**src/rtl/openmips_pkg.sv**
```systemverilog
// Shared arbiter types and bus constants for the fetch/data memory path.
// RegBus/ZeroWord fall back to local definitions when defines.sv is not in the build.
`ifndef RegBus
`define RegBus 31:0
`endif
`ifndef ZeroWord
`define ZeroWord 32'h00000000
`endif

package openmips_pkg;

    typedef logic [`RegBus] word_t;

    localparam word_t      BUS_ZERO = `ZeroWord;
    localparam logic [3:0] SEL_ALL  = 4'hF;

    typedef enum logic [1:0] {
        IDLE,
        IBUS,
        DBUS,
        RESP
    } arb_state_t;

    typedef enum logic {
        OWN_INST,
        OWN_DATA
    } arb_owner_t;

endpackage

```
**src/rtl/bus_watchdog.sv**
```systemverilog
// Counts bus cycles without acknowledge; expire_o flags the last allowed cycle.
module bus_watchdog #(
    parameter int unsigned TIMEOUT = 255,
    parameter int unsigned CNT_W   = 8
) (
    input  logic clk,
    input  logic rst,
    input  logic clr_i,
    input  logic en_i,
    output logic expire_o
);

    localparam logic [CNT_W-1:0] LIMIT = CNT_W'(TIMEOUT - 1);

    logic [CNT_W-1:0] cnt_q, cnt_d;

    always_comb begin
        cnt_d = cnt_q;
        if (clr_i) begin
            cnt_d = '0;
        end else if (en_i) begin
            cnt_d = cnt_q + 1'b1;
        end
    end

    always_ff @(posedge clk) begin
        if (!rst) begin
            cnt_q <= '0;
        end else begin
            cnt_q <= cnt_d;
        end
    end

    assign expire_o = en_i && (cnt_q == LIMIT);

endmodule

```
**src/rtl/mem_bus_arbiter.sv**
```systemverilog
// Single external memory bus shared by fetch and MEM-stage ports; data port wins,
// one transaction at a time, with per-port stall requests and a hang watchdog.
module mem_bus_arbiter
    import openmips_pkg::*;
#(
    parameter int unsigned TIMEOUT = 255,
    parameter int unsigned CNT_W   = 8
) (
    input  logic        clk,
    input  logic        rst,
    input  logic        inst_ce_i,
    input  logic [31:0] inst_addr_i,
    output logic [31:0] inst_data_o,
    output logic        inst_stallreq_o,
    input  logic        data_ce_i,
    input  logic        data_we_i,
    input  logic [3:0]  data_sel_i,
    input  logic [31:0] data_addr_i,
    input  logic [31:0] data_wdata_i,
    output logic [31:0] data_rdata_o,
    output logic        data_stallreq_o,
    input  logic        flush_i,
    output logic        bus_req_o,
    output logic        bus_we_o,
    output logic [3:0]  bus_sel_o,
    output logic [31:0] bus_addr_o,
    output logic [31:0] bus_wdata_o,
    input  logic        bus_ack_i,
    input  logic [31:0] bus_rdata_i,
    output logic        bus_err_o,
    output logic [31:0] err_addr_o
);

    arb_state_t state_q, state_d;
    arb_owner_t owner_q, owner_d;
    logic       drop_q, drop_d;
    logic       bus_req_q, bus_req_d, bus_we_q, bus_we_d, bus_err_q, bus_err_d;
    logic [3:0] bus_sel_q, bus_sel_d;
    word_t      bus_addr_q, bus_addr_d, bus_wdata_q, bus_wdata_d;
    word_t      inst_data_q, inst_data_d, data_rdata_q, data_rdata_d;
    word_t      err_addr_q, err_addr_d;

    logic in_bus, wd_expire, dropped;

    assign in_bus = (state_q == IBUS) || (state_q == DBUS);

    bus_watchdog #(
        .TIMEOUT (TIMEOUT),
        .CNT_W   (CNT_W)
    ) u_watchdog (
        .clk      (clk),
        .rst      (rst),
        .clr_i    (state_q == IDLE),
        .en_i     (in_bus && !bus_ack_i),
        .expire_o (wd_expire)
    );

    // A flush arriving in the completing cycle already counts as a drop.
    assign dropped = (state_q == IBUS) && (drop_q || flush_i);

    always_comb begin
        state_d      = state_q;
        owner_d      = owner_q;
        drop_d       = drop_q;
        bus_req_d    = bus_req_q;
        bus_we_d     = bus_we_q;
        bus_sel_d    = bus_sel_q;
        bus_addr_d   = bus_addr_q;
        bus_wdata_d  = bus_wdata_q;
        inst_data_d  = inst_data_q;
        data_rdata_d = data_rdata_q;
        err_addr_d   = err_addr_q;
        bus_err_d    = 1'b0;

        unique case (state_q)
            IDLE: begin
                drop_d = 1'b0;
                if (data_ce_i) begin
                    state_d     = DBUS;
                    owner_d     = OWN_DATA;
                    bus_req_d   = 1'b1;
                    bus_we_d    = data_we_i;
                    bus_sel_d   = data_sel_i;
                    bus_addr_d  = data_addr_i;
                    bus_wdata_d = data_wdata_i;
                end else if (inst_ce_i && !flush_i) begin
                    state_d     = IBUS;
                    owner_d     = OWN_INST;
                    bus_req_d   = 1'b1;
                    bus_we_d    = 1'b0;
                    bus_sel_d   = SEL_ALL;
                    bus_addr_d  = inst_addr_i;
                    bus_wdata_d = BUS_ZERO;
                end
            end
            IBUS, DBUS: begin
                drop_d = dropped;
                if (bus_ack_i || wd_expire) begin
                    bus_req_d = 1'b0;
                    if (!bus_ack_i) begin
                        bus_err_d  = 1'b1;
                        err_addr_d = bus_addr_q;
                    end
                    if (dropped) begin
                        state_d = IDLE;
                        drop_d  = 1'b0;
                    end else begin
                        state_d = RESP;
                        if (owner_q == OWN_INST) begin
                            inst_data_d = bus_ack_i ? bus_rdata_i : BUS_ZERO;
                        end else begin
                            data_rdata_d = bus_ack_i ? bus_rdata_i : BUS_ZERO;
                        end
                    end
                end
            end
            RESP: begin
                state_d = IDLE;
            end
            default: begin
                state_d = IDLE;
            end
        endcase
    end

    always_ff @(posedge clk) begin
        if (!rst) begin
            state_q      <= IDLE;
            owner_q      <= OWN_INST;
            drop_q       <= 1'b0;
            bus_req_q    <= 1'b0;
            bus_we_q     <= 1'b0;
            bus_sel_q    <= '0;
            bus_addr_q   <= '0;
            bus_wdata_q  <= '0;
            inst_data_q  <= '0;
            data_rdata_q <= '0;
            err_addr_q   <= '0;
            bus_err_q    <= 1'b0;
        end else begin
            state_q      <= state_d;
            owner_q      <= owner_d;
            drop_q       <= drop_d;
            bus_req_q    <= bus_req_d;
            bus_we_q     <= bus_we_d;
            bus_sel_q    <= bus_sel_d;
            bus_addr_q   <= bus_addr_d;
            bus_wdata_q  <= bus_wdata_d;
            inst_data_q  <= inst_data_d;
            data_rdata_q <= data_rdata_d;
            err_addr_q   <= err_addr_d;
            bus_err_q    <= bus_err_d;
        end
    end

    assign inst_stallreq_o = inst_ce_i && !flush_i
                             && !((state_q == RESP) && (owner_q == OWN_INST));
    assign data_stallreq_o = data_ce_i
                             && !((state_q == RESP) && (owner_q == OWN_DATA));

    assign inst_data_o  = inst_data_q;
    assign data_rdata_o = data_rdata_q;
    assign bus_req_o    = bus_req_q;
    assign bus_we_o     = bus_we_q;
    assign bus_sel_o    = bus_sel_q;
    assign bus_addr_o   = bus_addr_q;
    assign bus_wdata_o  = bus_wdata_q;
    assign bus_err_o    = bus_err_q;
    assign err_addr_o   = err_addr_q;

endmodule

```
**config.mk**
```make
export PLATFORM = sky130hd
export DESIGN_NAME = mem_bus_arbiter
export DESIGN_NICKNAME = d
export VERILOG_FILES = /design/src/rtl/openmips_pkg.sv /design/src/rtl/bus_watchdog.sv /design/src/rtl/mem_bus_arbiter.sv
export SDC_FILE = /design/constraint.sdc
export NUM_CORES = 1
export LEC_CHECK = 0
export ABC_AREA = 1
export ABC_CLOCK_PERIOD_IN_PS = 5600
export BUFFER_PORTS_ARGS = -buffer_cell sky130_fd_sc_hd__buf_2
export CORE_ASPECT_RATIO = 1.75
export CORE_MARGIN = 2
export CORE_UTILIZATION = 54
export CTS_BUF_LIST = sky130_fd_sc_hd__clkbuf_8
export CTS_CLUSTER_DIAMETER = 120
export DETAILED_ROUTE_END_ITERATION = 8
export HOLD_SLACK_MARGIN = 0.06
export PLACE_DENSITY = 0.88
export RECOVER_POWER = 100
export SLEW_MARGIN = 20
export SYNTH_ARGS = -nofsm -noshare
export SYNTH_HDL_FRONTEND = slang
export SYNTH_SLANG_ARGS = --single-unit
```
**constraint.sdc**
```tcl
create_clock -name clk -period 5.6 [get_ports clk]
set_clock_uncertainty 0.2 [all_clocks]
set_input_delay 1.12 -clock clk [delete_from_list [all_inputs] [get_ports clk]]
set_output_delay 1.12 -clock clk [all_outputs]
set_load 0.1 [all_outputs]
```
======== Word level (Yosys, flattened, before mapping) ========
Cells that the tools add are included.
cells by class
  add/subtract/negate cells ............... 1
  multiply operators ...................... 0
  div/mod/pow operators ................... 0
  $lt $le $gt $ge ......................... 0
  eq/ne operators ......................... 6
  shift operators ......................... 0
  multiplexer cells ....................... 22
  bitwise logic cells ..................... 4
  reductions and logical operators ........ 27
operators by type and width
  cell                                                                   number
  32-bit 2-to-1 mux                                                      5
  3-bit AND reduction                                                    3
  8-bit by 1-bit adder with 8-bit output, second input constant          1
  8-bit equality test, second input constant                             1
  1-bit logical AND                                                      8
  1-bit 2-to-1 mux                                                       8
  2-bit 2-to-1 mux                                                       4
  4-bit 2-to-1 mux                                                       2
  4-bit AND reduction                                                    2
  2-bit case mux with 3 select lines                                     1
  2-bit equality test, second input constant                             2
  1-bit zero test                                                        4
  1-bit inverter                                                         4
  1-bit case mux with 2 select lines                                     2
  2-bit AND reduction                                                    2
  2-bit nonzero test                                                     2
  2-bit OR reduction                                                     2
  1-bit logical OR                                                       3
  3-bit != test, second input constant                                   1
  2-bit by 1-bit equality test with 1-bit output, second input constant  1
  2-bit zero test                                                        1
  2-bit != test, second input constant                                   1
word-level totals
  register bits after elaboration ......... 179
  latch bits .............................. 0
  RAM bits ................................ 0
  bits in read-only memories .............. 0
  output and inout port bits .............. 169
  word-level logic and storage cells ...... 73
  memories ................................ 0

======== Logic depth before layout (Yosys ltp) ========
  word-level depth ........................ 7
  gate-level depth with buffers ........... 11
  gate-level depth less buffers ........... 11

======== By module ========
Synthesis repeated with hierarchy kept, for this count alone.
unflattened totals
  cells, all modules ...................... 1142
  area total of the unflattened synthesis .. 7652.3 um^2
modules (own cells, without submodules)
  module           instances  cells an instance  area an instance (um^2)  seq. area each (um^2)
  mem_bus_arbiter  1          1089               7273.2                   3423.3
  bus_watchdog     1          53                 379.1                    160.2

======== Worst setup path before layout ========
Ideal clock, no wire load.
  kind .................................... input to output
  start point ............................. input port data_ce_i
  end point ............................... output port data_stallreq_o
  arrival time ............................ 3.019 ns
  required time ........................... 4.280 ns
  slack ................................... 1.261 ns
  stages .................................. 4
  buffers on the path ..................... 2
  cell sequence ........................... buf_2 -> inv_2 -> clkbuf_1 -> a21oi_1
between the ends
  longest elaborated chain between the ends .. 1
ends and longest elaborated chain
  item               RTL line                text
  start, declared    mem_bus_arbiter.sv:15   input logic data_ce_i,
  1-bit logical AND  mem_bus_arbiter.sv:159  && !((state_q == RESP) && (owner_q == OWN_DATA));
  end, declared      mem_bus_arbiter.sv:21   output logic data_stallreq_o,
No other way between the ends.

======== Worst setup path in the final report ========
  start point ............................. input port bus_ack_i
  end point ............................... register data_rdata_q[14], in the netlist data_rdata_o[14]
between the ends
  longest elaborated chain between the ends .. 5
  elaborated cells between the ends (all ways) .. 6
  classes of those cells .................. mux (1); reduce/logical (5)
ends and longest elaborated chain
  item                                  RTL line                text
  start, declared                       mem_bus_arbiter.sv:28   input logic bus_ack_i,
  1-bit zero test                       n/a
  1-bit logical AND                     mem_bus_arbiter.sv:54   .en_i (in_bus && !bus_ack_i),
  1-bit logical AND                     bus_watchdog.sv:34      assign expire_o = en_i && (cnt_q == LIMIT);
  1-bit logical OR                      mem_bus_arbiter.sv:98   if (bus_ack_i || wd_expire) begin
  4-bit AND reduction (no source line)  n/a
  end signal, assigned                  mem_bus_arbiter.sv:150  data_rdata_q <= data_rdata_d;
  end, declared                         mem_bus_arbiter.sv:40   word_t inst_data_q, inst_data_d, data_rdata_q, data_rdata_d;
Several ways; a longest one is shown, not always the timed one.
A chain may end at the register's enable or synchronous reset.

==> results.cfg <==
[run_status]
status = complete, but fails checks
failed_checks = max-capacitance violations, max-slew violations

[hold_path]
hold_depth = 2
holdPathEnd = err_addr_o[30]
hold_class = flop to flop
min_from = err_addr_o[30]

[drt]
drt_wl_total_um = 21700
route.met2.wl_um = 11300
wl_met3_um = 1610
drt_iter0_markers = 355
wl_met1_um = 8080
via_count = 7753
postRouteAntennaNets = 0
routedWlPerCell_um = 14.6
drc = 0
dr.pass1.iters = 7
vias_per_cell = 5.20
top_layer_used = met4

[clock_network]
root_buffer = clkbuf_8
ctsHtreeMaxLevel = 4
clock_path_buffers = 2
numClockSinks = 179
cts_setup_buffers = 0
holdBufCountCts = 0
insertion_delay_ns = 0.46
clk_pin_slew_worst_paths_ns = 0.10
cts_buffers = 17
cts_resized = 0
cts_tree = built

[worst_setup_path]
worstPathArrival_ns = 4.73
rrSetupSlack_ns = 1.93
r2r_cells = 10
reg2reg_to = inst_data_o[14]
reg2reg_from = state_q[0]
worstPathCellList = clkbuf_1, inv_1, a21oi_1, buf_16, clkbuf_1, nand3_1, nand2_1, nor2_1
crit_slowest_cell = a21oi_1
required_ns = 5.76
crit_fanout = 34
cp-start-kind = primary input
critPathMaxStageDelay_ns = 1.13
worst-path-buf-inv = 4
cpLargestDelayFamily = buffers and inverters
path_class = primary input to flop
path_common_cell = clkbuf_1
end_kind = flop

[synthesis]
synth_top_area_share_pct = 48.2
yosys_most_used_dff = dfxtp_1
syn-mean-instance-area_um2 = 7.15
synth.area.top_cells = dfxtp_1 48%, nand2_1 14%, nor2_1 6.1%
ys_warn_count = 0
yosys_register_bits = 179
syn_inst = 1041
synth_edf_count = 0
synth_area_mm2 = 0.00744
synth.distinct_cells = 27
synth_top_area_cell = dfxtp_1
synthArstFlopShare_pct = 0
synth-seq-area-share_pct = 48.2
syn_nets = 1185

[floorplan]
io_pins = 308
start_util_pct = 55.3
fp.dieH_um = 159
fp.coreArea_mm2 = 0.0135
row_count = 56
dieArea_mm2 = 0.0148
die_w_um = 92.7

[place]
portBuffers = 307
hpwl_um = 15500
post-place-ws_ns = 1.69
placed_area_mm2 = 0.00896
dp.cells = 1457
gp_congestion = 0.837

[cells_and_area]
most-common-layout-cells = 283 x nand2_1, 179 x dfxtp_1, 171 x clkbuf_1
nFillCells = 1247
layout_commonest_cell = nand2_1
nNetsFinal = 1447
design_area_mm2 = 0.00918
diodes = 0
fin_cells = 1490
syn_to_final_growth_pct = 23.3
drive_gt1_share_pct = 14.1

[sta]
fmax_ghz = 0.219
worst_slew_pin_slew_ns = 1.51
maxSlewHeadroom_pct = -0.538
tns_ns = 0
holdWs_ns = 0.260
worst_slack_ns = 1.03
finalHoldViolations = 0
setup_viol_count_final = 0
rsz0062_at_grt = false
period_minus_slack_ns = 4.57
slew_viol_final = 35
period_share_pct = 81.6

[global_route]
grt_overflow = 0
grt_pass1_vias = 7240
grt_max_degree = 104
grt_use_total_pct = 29.1
grt_first_pass_wirelength_um = 34800
grt_antenna_before_repair = 0

[power_and_ir_drop]
p_leak_nw = 4.00
ir_worst_vdd_mv = 0.370
p_per_area_mw_per_mm2 = 597

[run]
max-cap-violations = 1
stage by stage:
stage	power, mW	util, %
3_5_place_dp	4.56	66.6
2_1_floorplan	4.10	-
4_1_cts	5.54	69.9
5_1_grt	5.73	68.2
6_report	5.48	68.2
3_3_place_gp	4.53	66.6
area by class of cell:
type	instances	area, um^2	area share [%]
clock buffer	18	248	2.70
clock inverter	14	196	2.14
inverter	117	439	4.79
multi-input combinational	672	3090	33.6
sequential	179	3580	39.1
tap	174	218	2.37
timing repair buffer	316	1410	15.3
logic make-up (layout without fill, tap and decap cells):
kind of cell / count (synthesis) / in the layout / synth area share (%)
AND/OR/NAND/NOR: 481 / 481 / 26.3
buffers and inverters: 190 / 465 / 10.2
AO/OA/AOI/OAI: 186 / 186 / 14.5
flip-flops: 179 / 179 / 48.2
adder cells (fa/ha/maj): 5 / 5 / 0.841
state kept, by name (all words and copies together) (netlist names):
register,count
bus_addr_o,32
bus_err_o,1
bus_req_o,1
bus_sel_o,4
bus_wdata_o,32
bus_we_o,1
data_rdata_o,32
drop_q,1
err_addr_o,32
inst_data_o,32
owner_q,1
state_q,2
u_watchdog.cnt_q,8
power by group:
part / switching (mW) / internal [mW]
Clock: 0.504 / 0.470
Sequential: 0.157 / 1.51
Combinational: 2.41 / 0.421
Total: 3.07 / 2.40
per-layer routing:
metal  vias up  global-route usage [%]
met4         0                    11.6
met1      3454                    32.7
met3        56                    6.72
li1       3850                       -
met5         -                       0
met2       393                    52.2
worst register-to-register path: cells and delay by family (launching register included):
family | cells | cell delay (ns)
AND/OR/NAND/NOR | 6 | 2.54
flip-flops | 1 | 0.37
adder cells (fa/ha/maj) | 1 | 0.28
buffers and inverters | 3 | 0.23
worst max path at each step:
| stage | from | endpoint | slack, ns | depth (start not counted) |
|---|---|---|---|---|
| after global placement | data_ce_i | data_stallreq_o | 1.74 | 5 |
| final | bus_ack_i | data_rdata_o[14] | 1.03 | 8 |
| after detailed placement | data_ce_i | data_stallreq_o | 1.69 | 5 |
| after floorplan | data_ce_i | data_stallreq_o | 1.26 | 4 |
| after CTS | data_ce_i | data_stallreq_o | 1.69 | 5 |
| after global routing | bus_ack_i | data_rdata_o[15] | 0.78 | 8 |
Yosys cell counts (2+ instances only):
master and count:
nand2_1 283, dfxtp_1 179, nor2_1 121, inv_1 113
a21oi_1 76, o21ai_0 41, nand3_1 37, nand4_1 33
a211oi_1 32, a31oi_1 32, clkbuf_1 28, buf_2 26
buf_1 15, ha_1 5, buf_4 4, inv_2 3
nand2_2 2, o21a_1 2
(Power assumes the default switching activity.)
